`src/rtl/mips_mem_pkg.sv`:
```
// Shared definitions for the MEM stage: access-size encodings, FSM states
// and the sizing helper for the bus timeout counter.
package mips_mem_pkg;

   localparam logic [1:0] BHW_WORD = 2'b00;
   localparam logic [1:0] BHW_HALF = 2'b01;
   localparam logic [1:0] BHW_BYTE = 2'b10;

   typedef enum logic {
      IDLE = 1'b0,
      WAIT = 1'b1
   } memState_t;

   // The counter only ever needs to reach TIMEOUT_CYCLES-1
   function automatic int unsigned timeoutCntWidth(input int unsigned cycles);
      return (cycles <= 2) ? 1 : $clog2(cycles);
   endfunction

   localparam int unsigned DEFAULT_TIMEOUT_CYCLES = 255;
   localparam int unsigned DEFAULT_TIMEOUT_CNT_W  = timeoutCntWidth(DEFAULT_TIMEOUT_CYCLES);

endpackage

```
`src/rtl/mem_access_stage_if.sv`:
```
// Data-memory bus between the MEM stage (master) and the memory (slave):
// req/ack handshake, word address, byte enables and data in both directions.
interface mem_access_stage_if;

   logic        dmem_req;
   logic        dmem_we;
   logic [31:0] dmem_addr;
   logic [3:0]  dmem_be;
   logic [31:0] dmem_wdata;
   logic [31:0] dmem_rdata;
   logic        dmem_ack;

   modport master (
      output dmem_req, dmem_we, dmem_addr, dmem_be, dmem_wdata,
      input  dmem_rdata, dmem_ack
   );

   modport slave (
      input  dmem_req, dmem_we, dmem_addr, dmem_be, dmem_wdata,
      output dmem_rdata, dmem_ack
   );

endinterface

```
`src/rtl/mem_lane_align.sv`:
```
// Big-endian lane steering: alignment check, store replication and byte
// enables, plus load byte/halfword extraction with sign or zero extension.
module mem_lane_align
   import mips_mem_pkg::*;
(
   input  logic [1:0]  i_bhw,
   input  logic [1:0]  i_addrLow,
   input  logic        i_isStore,
   input  logic        i_extSign,
   input  logic [31:0] i_storeData,
   input  logic [31:0] i_rdata,
   output logic        o_misalign,
   output logic [3:0]  o_be,
   output logic [31:0] o_wdata,
   output logic [31:0] o_loadData
);

   logic [7:0]  w_byte;
   logic [15:0] w_half;

   // Loads always fetch the whole word; only stores narrow the byte enables
   always_comb begin
      o_misalign = 1'b0;
      o_be       = 4'b1111;
      o_wdata    = i_storeData;
      case (i_bhw)
         BHW_HALF: begin
            o_misalign = i_addrLow[0];
            o_wdata    = {2{i_storeData[15:0]}};
            if (i_isStore) o_be = i_addrLow[1] ? 4'b0011 : 4'b1100;
         end
         BHW_BYTE: begin
            o_wdata = {4{i_storeData[7:0]}};
            if (i_isStore) o_be = 4'b1000 >> i_addrLow;
         end
         default: o_misalign = |i_addrLow;
      endcase
   end

   always_comb begin
      case (i_addrLow)
         2'b00:   w_byte = i_rdata[31:24];
         2'b01:   w_byte = i_rdata[23:16];
         2'b10:   w_byte = i_rdata[15:8];
         default: w_byte = i_rdata[7:0];
      endcase
      w_half = i_addrLow[1] ? i_rdata[15:0] : i_rdata[31:16];
      case (i_bhw)
         BHW_HALF: o_loadData = {{16{i_extSign & w_half[15]}}, w_half};
         BHW_BYTE: o_loadData = {{24{i_extSign & w_byte[7]}}, w_byte};
         default:  o_loadData = i_rdata;
      endcase
   end

endmodule

```
`src/rtl/mem_access_stage.sv`:
```
// MEM pipeline stage: launches data-memory accesses, stalls upstream while
// waiting for ack (with a timeout abort), and registers the MEM/WB boundary.
module mem_access_stage
   import mips_mem_pkg::*;
#(
   parameter int unsigned TIMEOUT_CYCLES = DEFAULT_TIMEOUT_CYCLES
) (
   input  logic                clk,
   input  logic                rst,
   input  logic                mem_read,
   input  logic                mem_write,
   input  logic [1:0]          bhw,
   input  logic                ext_sign,
   input  logic [31:0]         alu_result,
   input  logic [31:0]         store_data,
   input  logic                reg_write,
   input  logic [4:0]          write_reg_addr,
   input  logic [1:0]          mem_to_reg,
   input  logic [31:0]         next_instr,
   mem_access_stage_if.master  dmem,
   output logic                stall,
   output logic                misalign_exc,
   output logic                bus_err,
   output logic                wb_reg_write,
   output logic [4:0]          wb_write_reg_addr,
   output logic [1:0]          wb_mem_to_reg,
   output logic [31:0]         wb_load_data,
   output logic [31:0]         wb_alu_result,
   output logic [31:0]         wb_next_instr
);

   localparam int unsigned      CNT_W    = timeoutCntWidth(TIMEOUT_CYCLES);
   localparam logic [CNT_W-1:0] CNT_LAST = CNT_W'(TIMEOUT_CYCLES - 1);

   memState_t        r_state, w_nextState;
   logic [CNT_W-1:0] r_count;
   logic             w_memOp, w_isStore, w_misalign, w_expired;
   logic             w_req, w_stall, w_complete, w_timeout;
   logic [3:0]       w_be;
   logic [31:0]      w_wdata, w_loadData;

   logic             r_misalign, r_busErr, r_wbRegWrite;
   logic [4:0]       r_wbWriteRegAddr;
   logic [1:0]       r_wbMemToReg;
   logic [31:0]      r_wbLoadData, r_wbAluResult, r_wbNextInstr;

   assign w_memOp   = mem_read | mem_write;
   assign w_isStore = mem_write & ~mem_read;
   assign w_expired = (r_count == CNT_LAST);

   mem_lane_align u_laneAlign (
      .i_bhw       (bhw),
      .i_addrLow   (alu_result[1:0]),
      .i_isStore   (w_isStore),
      .i_extSign   (ext_sign),
      .i_storeData (store_data),
      .i_rdata     (dmem.dmem_rdata),
      .o_misalign  (w_misalign),
      .o_be        (w_be),
      .o_wdata     (w_wdata),
      .o_loadData  (w_loadData)
   );

   // Ack in the launch cycle is ignored because IDLE never looks at it
   always_comb begin
      w_nextState = r_state;
      w_req       = 1'b0;
      w_stall     = 1'b0;
      w_complete  = 1'b0;
      w_timeout   = 1'b0;
      case (r_state)
         IDLE: begin
            if (w_memOp && !w_misalign) begin
               w_req       = 1'b1;
               w_stall     = 1'b1;
               w_nextState = WAIT;
            end
         end
         WAIT: begin
            w_req = !w_expired;
            if (dmem.dmem_ack) begin
               w_complete  = 1'b1;
               w_nextState = IDLE;
            end else if (w_expired) begin
               w_timeout   = 1'b1;
               w_nextState = IDLE;
            end else begin
               w_stall = 1'b1;
            end
         end
         default: w_nextState = IDLE;
      endcase
   end

   assign dmem.dmem_req   = w_req;
   assign dmem.dmem_we    = w_req & w_isStore;
   assign dmem.dmem_addr  = {alu_result[31:2], 2'b00};
   assign dmem.dmem_be    = w_be;
   assign dmem.dmem_wdata = w_wdata;
   assign stall           = w_stall;

   // Writeback is enabled only for a plain ALU op or a completed access
   always_ff @(posedge clk) begin
      if (rst) begin
         r_state          <= IDLE;
         r_count          <= '0;
         r_misalign       <= 1'b0;
         r_busErr         <= 1'b0;
         r_wbRegWrite     <= 1'b0;
         r_wbWriteRegAddr <= '0;
         r_wbMemToReg     <= '0;
         r_wbLoadData     <= '0;
         r_wbAluResult    <= '0;
         r_wbNextInstr    <= '0;
      end else begin
         r_state          <= w_nextState;
         r_count          <= (w_nextState == IDLE) ? '0 :
                             (r_state == WAIT)     ? r_count + 1'b1 : r_count;
         r_misalign       <= (r_state == IDLE) && w_memOp && w_misalign;
         r_busErr         <= w_timeout;
         r_wbRegWrite     <= reg_write && (w_complete || (r_state == IDLE && !w_memOp));
         r_wbWriteRegAddr <= write_reg_addr;
         r_wbMemToReg     <= mem_to_reg;
         r_wbLoadData     <= (w_complete && !w_isStore) ? w_loadData : '0;
         r_wbAluResult    <= alu_result;
         r_wbNextInstr    <= next_instr;
      end
   end

   assign misalign_exc      = r_misalign;
   assign bus_err           = r_busErr;
   assign wb_reg_write      = r_wbRegWrite;
   assign wb_write_reg_addr = r_wbWriteRegAddr;
   assign wb_mem_to_reg     = r_wbMemToReg;
   assign wb_load_data      = r_wbLoadData;
   assign wb_alu_result     = r_wbAluResult;
   assign wb_next_instr     = r_wbNextInstr;

endmodule

```
`src/flat_wrapper.sv`:
```
// flat-port wrapper written by rule: the top's interface ports become plain ports
module mem_access_stage_flat import mips_mem_pkg::*;
#(
   parameter int unsigned TIMEOUT_CYCLES = DEFAULT_TIMEOUT_CYCLES
)
  (clk, rst, mem_read, mem_write, bhw, ext_sign, alu_result, store_data, reg_write, write_reg_addr, mem_to_reg, next_instr, stall, misalign_exc, bus_err, wb_reg_write, wb_write_reg_addr, wb_mem_to_reg, wb_load_data, wb_alu_result, wb_next_instr, dmem_dmem_req, dmem_dmem_we, dmem_dmem_addr, dmem_dmem_be, dmem_dmem_wdata, dmem_dmem_rdata, dmem_dmem_ack);
  mem_access_stage_if dmem_i ();
  input  logic clk;
  input  logic rst;
  input  logic mem_read;
  input  logic mem_write;
  input  logic [1:0] bhw;
  input  logic ext_sign;
  input  logic [31:0] alu_result;
  input  logic [31:0] store_data;
  input  logic reg_write;
  input  logic [4:0] write_reg_addr;
  input  logic [1:0] mem_to_reg;
  input  logic [31:0] next_instr;
  output logic stall;
  output logic misalign_exc;
  output logic bus_err;
  output logic wb_reg_write;
  output logic [4:0] wb_write_reg_addr;
  output logic [1:0] wb_mem_to_reg;
  output logic [31:0] wb_load_data;
  output logic [31:0] wb_alu_result;
  output logic [31:0] wb_next_instr;
  output wire logic [$bits(dmem_i.dmem_req)-1:0] dmem_dmem_req;
  output wire logic [$bits(dmem_i.dmem_we)-1:0] dmem_dmem_we;
  output wire logic [$bits(dmem_i.dmem_addr)-1:0] dmem_dmem_addr;
  output wire logic [$bits(dmem_i.dmem_be)-1:0] dmem_dmem_be;
  output wire logic [$bits(dmem_i.dmem_wdata)-1:0] dmem_dmem_wdata;
  input wire logic [$bits(dmem_i.dmem_rdata)-1:0] dmem_dmem_rdata;
  input wire logic [$bits(dmem_i.dmem_ack)-1:0] dmem_dmem_ack;
  assign dmem_dmem_req = dmem_i.dmem_req;
  assign dmem_dmem_we = dmem_i.dmem_we;
  assign dmem_dmem_addr = dmem_i.dmem_addr;
  assign dmem_dmem_be = dmem_i.dmem_be;
  assign dmem_dmem_wdata = dmem_i.dmem_wdata;
  assign dmem_i.dmem_rdata = dmem_dmem_rdata;
  assign dmem_i.dmem_ack = dmem_dmem_ack;
  mem_access_stage #(.TIMEOUT_CYCLES(TIMEOUT_CYCLES)) u_core (.clk(clk), .rst(rst), .mem_read(mem_read), .mem_write(mem_write), .bhw(bhw), .ext_sign(ext_sign), .alu_result(alu_result), .store_data(store_data), .reg_write(reg_write), .write_reg_addr(write_reg_addr), .mem_to_reg(mem_to_reg), .next_instr(next_instr), .dmem(dmem_i), .stall(stall), .misalign_exc(misalign_exc), .bus_err(bus_err), .wb_reg_write(wb_reg_write), .wb_write_reg_addr(wb_write_reg_addr), .wb_mem_to_reg(wb_mem_to_reg), .wb_load_data(wb_load_data), .wb_alu_result(wb_alu_result), .wb_next_instr(wb_next_instr));
endmodule
```
`config.mk`:
```
export PLATFORM = sky130hd
export DESIGN_NAME = mem_access_stage_flat
export DESIGN_NICKNAME = d
export VERILOG_FILES = /design/src/rtl/mips_mem_pkg.sv /design/src/rtl/mem_access_stage_if.sv /design/src/rtl/mem_lane_align.sv /design/src/rtl/mem_access_stage.sv /design/src/flat_wrapper.sv
export SDC_FILE = /design/constraint.sdc
export NUM_CORES = 1
export LEC_CHECK = 0
export CAP_MARGIN = 15
export CORE_AREA = 2 2 124 126
export CTS_CLUSTER_SIZE = 20
export DETAILED_ROUTE_END_ITERATION = 10
export DIE_AREA = 0 0 126 128
export PLACE_DENSITY = 0.73
export SLEW_MARGIN = 20
export SYNTH_ARGS = -nofsm -noshare
export SYNTH_HDL_FRONTEND = slang
export SYNTH_SLANG_ARGS = --single-unit
```
`constraint.sdc`:
```
create_clock -name clk -period 1.9 [get_ports clk]
set_clock_uncertainty 0.05 [all_clocks]
set_input_delay 0.19 -clock clk [delete_from_list [all_inputs] [get_ports clk]]
set_output_delay 0.19 -clock clk [all_outputs]
set_load 0.01 [all_outputs]
```
==> impl.org <==
** Yosys
- Summing every instance area after synthesis gives between 4000 and 5000 um^2.
- The share of the synthesized area in compound gates (AO/OA/AOI/OAI) was 0.1332.
- In the synthesized netlist the dominant register cell turns out to be dfxtp_1.
- After synthesis, the largest family of logic cells by area is simple AND/OR/NAND/NOR gates.
- dfxtp_1 is the most common cell in the netlist.
- Most area-hungry cell type in the Yosys netlist :: dfxtp_1
- Yosys printed 0 warnings.
- Number of library cell types mapped by synthesis :: 44
- Cell types with the highest counts after synthesis :: 115 x dfxtp_1, 77 x nor2b_1, 54 x nand2_1, 40 x buf_4
- Top area cells in the synthesized netlist :: dfxtp_1 49%, nor2b_1 10%, buf_4 6.4%
- Of the synthesized area, sequential elements account for 0.4930.
- Counting flops with an async set or reset pin after synthesis yields a share of 0.
- Register bit count reported by yosys :: about 120
- Simple-gate share of the synthesized area :: 0.1961
- Of the total synthesized cell area, the portion taken by full adders, half adders and majority gates is 0.01072.
- Proportion of synthesized area in mux cells :: 0.04341
- Each instance of the synthesized netlist takes up on average a little over 9 um^2.
- Number of enable-type register cells in the synthesized netlist :: 0
- The share of synthesized area in the top cell type comes to 0.4930.
- Synthesis produced a netlist whose cell count is 500.
- Of the total synthesized cell area, the portion taken by XOR and XNOR cells is 0.01313.

** Clock tree
- Clock latency at the later pin of the worst-skew pair :: around 400 ps
- In this run the deepest clock path goes through 2 buffers.
- TritonCTS built the clock tree.
- In this run the clock root is driven by a clkbuf_16.
- CTS built an H-tree with a depth of 4.
- Clock-pin slew was measured on the worst setup and hold paths at approximately 60 ps.
- Clk sinks :: ~120
- TritonCTS created 17 clock buffers.

** Layout
- The final layout contains 958 nets.
- The area growth from synthesis to layout is 84.46%.
- Diode insertion count for antenna repair :: 0
- At the end of the flow the core is filled with cells to 0.5795.
- Of the cells placed in the final design, the portion with a size suffix greater than 1 is 0.1385.
- Cell Count, Final, Fillers Out :: ~1,000

** Setup path
- Along the worst path, the maximum fanout reaches 8.
- The worst setup path is of the in2out kind.
- STA classifies the critical path startpoint as a primary input.
- Data on the critical path is required at its endpoint by around 1700 ps.
- Endpoint arrival time on the critical path :: around 1600 ps
- The worst setup path is captured at an output port.

** Drt
- Met1 WL :: 6631 um
- Drt first pass iters :: 5
- Total via count in the routed design :: 4,701
- Detailed-routed wire length on met2 :: around 8500 um
- Once detail routing completed, the nets flagged for antenna violations numbered 0.
- Post-detailed-route wirelength per cell :: 16.55 um
- After detailed routing, the met3 layer carries 1221 um of wire.
- Wires add up to about 17,000 um.
- After detailed routing, the number of remaining DRC violations is 0.
- Topmost layer with routed signal wires :: met4
- Drt first-iter violations :: about 200
- Average via count per standard cell :: ~4.6

** Power and ir drop
- Across the VDD grid, the largest voltage drop is about 550 uV.
- Of the total power, combinational logic draws 0.202.
- The share of total power dissipated in sequential elements is 0.365.
- Pint :: between 5 and 6 mW
- In this run the power density over the cells is 809.3 nW/um^2.
- In this run the static leakage power is 3.472 nW.
- Net Sw Frac :: 0.2578
- Switching power total :: 1.797 mW
- Of the total power, the clock network draws 0.434.

** Timing
- Of the available clock period, the critical path in the final layout requires 0.9740.
- Setup violations remaining at the end of the flow were counted as 0.
- Setup repair after global routing missed its margin :: false
- At the pin with the least slew margin, the transition time is about 670 ps.
- For the finished layout, the period the worst path requires is between 1500 and 2000 ps.
- The final max-slew violation count came to 0.
- The tightest hold path in the finished design has a slack of about 280 ps.
- Worst slew margin relative to its limit :: 0.5501
- The number of hold-slack violations in the final timing report was 0.
- Achievable frequency :: between 0.5 and 0.6 GHz

** Job
- Reported max-cap violation count :: 0

** Global routing
- Entering global routing, the biggest net connects 70 pins.
- Number of global-route vias before repair :: about 4,700
- Summed over all layers, the global routing overflow is 0.
- The first global-routing pass estimated 25,320 um of wire.
- Number of antenna violations at the first check in global routing :: 0
- GR Util All Layers :: 0.2018

** Placement
- Final Wtd Congestion :: 0.8874
- Including well taps, the total number of placed cells is ~970.
- The HPWL after detailed placement is around 13,000 um.
- IO Port Bufs :: about 320

** Die
- Std-Cell Rows :: between 40 and 50
- The die is about 130 um tall.
- Width of the die :: 126 um
- The die covers roughly 16,000 um^2.
- I/O pin count :: 321
- Core area :: ~15,000 um^2
- The initial utilization of the core area, before any placement, comes to 0.3141.

** Outcome
- Status :: finished, final reports clean

** Min path
- The worst hold path belongs to the class in2reg.
power by group through the flow:
stage	clock, mW	combinational (mW)	sequential, mW
4_1_cts	3.09	1.41	2.54
3_3_place_gp	0	1.39	2.59
2_1_floorplan	0	0.498	2.64
6_report	3.02	1.41	2.54
3_5_place_dp	0	1.41	2.59
5_1_grt	3.22	1.50	2.55
what timing repair did:
| item | 4_1_cts | 5_1_grt |
|---|---|---|
| hold buffers | 1 | 0 |
| pin swaps | 1 | 0 |
| buffers inserted | 2 | 1 |
| cloned | 1 | 0 |
| resized for setup | 53 | 12 |
| endpoints found under the hold margin | 1 | 0 |
| setup endpoints to repair | 31 | 9 |
cell usage in the layout, fill, tap and decap left out, types with 2 or more instances in the layout:
cell type        instances
nor3_1                   7
clkinvlp_4               3
clkbuf_2                 2
clkdlybuf4s50_1        283
inv_1                   16
o21bai_1                 2
o21ai_1                  5
o21ai_0                 16
xnor2_1                  4
nor2_1                  22
or2_4                    2
mux2i_1                  9
mux2_2                   8
xor2_1                   3
conb_1                   2
dfxtp_1                115
a21oi_2                 10
a21oi_1                  8
buf_4                   40
buf_12                   3
inv_6                    4
a221oi_1                 8
a22o_1                   8
nor4_1                   2
buf_2                    2
nor2b_1                 76
nand4_1                  2
clkbuf_16               17
clkinv_4                 3
a22oi_1                  8
dlygate4sd2_1           28
clkinv_2                 3
a211oi_1                 8
a21o_1                   4
nand3_1                  4
buf_6                    2
nand2_1                 54
ha_1                     2
per-stage QoR:
stage / setup slack, ps / setup TNS (ps) / cell area (um^2) / total power, mW
6_report: 49.43 / 0 / 8613 / 6.971
4_1_cts: 5.687 / 0 / 8605 / 7.043
2_1_floorplan: 145.4 / 0 / 4673 / 3.140
3_3_place_gp: -532.8 / -24630 / 7970 / 3.982
3_5_place_dp: -623.7 / -28030 / 7970 / 4.001
5_1_grt: 2.939 / 0 / 8613 / 7.271
critical path, stage by stage:
cell and delay (ps):
dlygate4sd2_1 240, inv_1 90, ha_4 160, buf_4 120, nor2b_1 120, buf_4 160
a22o_1 240, dlygate4sd2_1 280
worst paths after layout:
path                               to  cells after the start               from  slack (ps)
max               dmem_dmem_wdata[11]                      8             bhw[0]          50
min          u_core.wb_next_instr[14]                      2     next_instr[14]         280
max reg2reg   u_core.wb_load_data[13]                      5     u_core.r_state         390
min reg2reg            u_core.bus_err                      2  u_core.r_count[7]         460
metal layers:
| metal | vias to the layer above | global-route usage |
|---|---|---|
| met4 | 0 | 0.07886 |
| met5 | - | 0 |
| met2 | 240 | 0.3507 |
| li1 | 2233 | - |
| met3 | 31 | 0.06386 |
| met1 | 2197 | 0.2315 |
logic make-up after synthesis:
family,count (synthesis)
mux,18
fa+ha+maj,4
compound gates,86
xor+xnor,7
other cells,1
flops,115
simple gates,179
buf+inv,90
cell type report:
class	count	area [um^2]
inverter	16	60.06
tap	188	235.2
clock buffer	18	439.2
clock inverter	14	128.9
timing repair buffer	364	3546
multi-input combinational	296	1902
sequential	115	2302
fill	1285	6251
(Power assumes the default switching activity.)
==> RTL edit (config.mk and constraints unchanged) <==
Register the output `bus_err` once more, with the module's reset; this adds one clock of latency there. The other outputs are not delayed to match.
--- a/src/rtl/mem_access_stage.sv
+++ b/src/rtl/mem_access_stage.sv
@@ -128,7 +128,13 @@
    end
 
    assign misalign_exc      = r_misalign;
-   assign bus_err           = r_busErr;
+   always_ff @(posedge clk) begin
+      if (rst) begin
+         bus_err <= '0;
+      end else begin
+         bus_err <= r_busErr;
+      end
+   end
    assign wb_reg_write      = r_wbRegWrite;
    assign wb_write_reg_addr = r_wbWriteRegAddr;
    assign wb_mem_to_reg     = r_wbMemToReg;
Behaviour: no difference found for any inputs over 10 cycles, from zero or initial values and one cycle with rst high; that may be too few to reach the edited logic, so the function may still have changed.
==> RTL edit against the unedited design <==
Sequential cell count is 1 higher. Largest cell class unchanged. Cell area is 0.78% higher. Setup slack better by 8.0 ps. Power is 0.44% higher. Cell count is 0.30% higher. Global-route usage is 1.1 points lower. Routed wire length is 3.0% lower. Area after synthesis is 0.56% higher.
==> RTL edit: results (changes against the unedited design) <==
- The run finished with clean final reports.
- The area of placed instances is 8000 um2 (+0.33%).
- The measured slew at the worst slew-check pin is 555 ps (-120 ps).
- The final RePlAce weighted congestion was 0.867 (-2.3%).
- The number of setup buffers added after CTS is 3 (+1).
- The net switching component of the power is 1.71 mW (-4.8%).
- The hold slack is 59.4 ps (-223 ps).
- The wire length of the first global-routing pass is 24.2 mm (-4.6%).
- The pre-CTS setup slack is -499 ps (+125 ps).
- The number of design-rule violations left by the first detailed-router iteration was 175 (-13%).
- The detailed-routed wire length on met3 is 899 um (-26%).
- The peak supply drop was 0.579 mV (+5.3%).
- The met3 track demand over resource was 0.0492 (-0.0146).
- Counting instances in the post-synthesis netlist gives the leading cell types as dfxtp_1 (116), nor2b_1 (78), nand2_1 (54).
- The share of post-route cells with drive strength above 1 is 0.145 (+0.00676).
- The routed length per placed instance was 16.0 um (-3.3%).
- The flop-to-flop setup slack is 280 ps (-110 ps).
- The pin count of the biggest net entering global routing is 73 (+4.3%).
- The per-instance average area after synthesis was 9.35 um2 (+0.16%).
- The number of global-route vias before repair is 4601 (-3.0%).
- Yosys attributes the largest share of cell area to dfxtp_1 (49%), nor2b_1 (10%), buf_4 (6.4%).
- The count of nets after finishing is 962 (+0.42%).
- The average via count per standard cell came to 4.50 (-3.3%).
- The number of cells in the design after placement is 976 (+0.21%).
- The met2 layer wire length in the routed design came to 8.36 mm (-1.2%).
- The final cell count without fillers is 1014 (+0.30%).
- The worst register-to-register path ends at u_core.wb_load_data[8]$_SDFF_PP0_.
RTL edit: cell type report:
type                            instances  area [um2]
Fill cell                            1290        6180
Timing Repair Buffer                  365        3530
Sequential cell                       116        2320
Multi-Input combinational cell        298        1960
Clock buffer                           19         443
Tap cell                              188         235
Clock inverter                         12         131
Inverter                               16        60.1
RTL edit: kinds of logic (layout without fill, tap and decap cells):
| group | after synthesis | after routing | synth area share |
|---|---|---|---|
| AOI/OAI and AO/OA | 86 | 86 | 0.132 |
| other | 1 | 2 | 0.000799 |
| adders and majority gates | 4 | 4 | 0.0107 |
| and+or+nand+nor | 180 | 181 | 0.196 |
| DFF | 116 | 116 | 0.495 |
| buffers and inverters | 90 | 412 | 0.109 |
| muxes | 18 | 18 | 0.0432 |
| xor gates and xnor gates | 7 | 7 | 0.0131 |
RTL edit: worst max-delay path, cell delays in order, from the launching register on:
cell	delay, ps
dfxtp_2	320
inv_2	60
ha_4	130
nand2_4	50
nor3_4	230
o21ai_1	100
dlygate4sd2_1	290
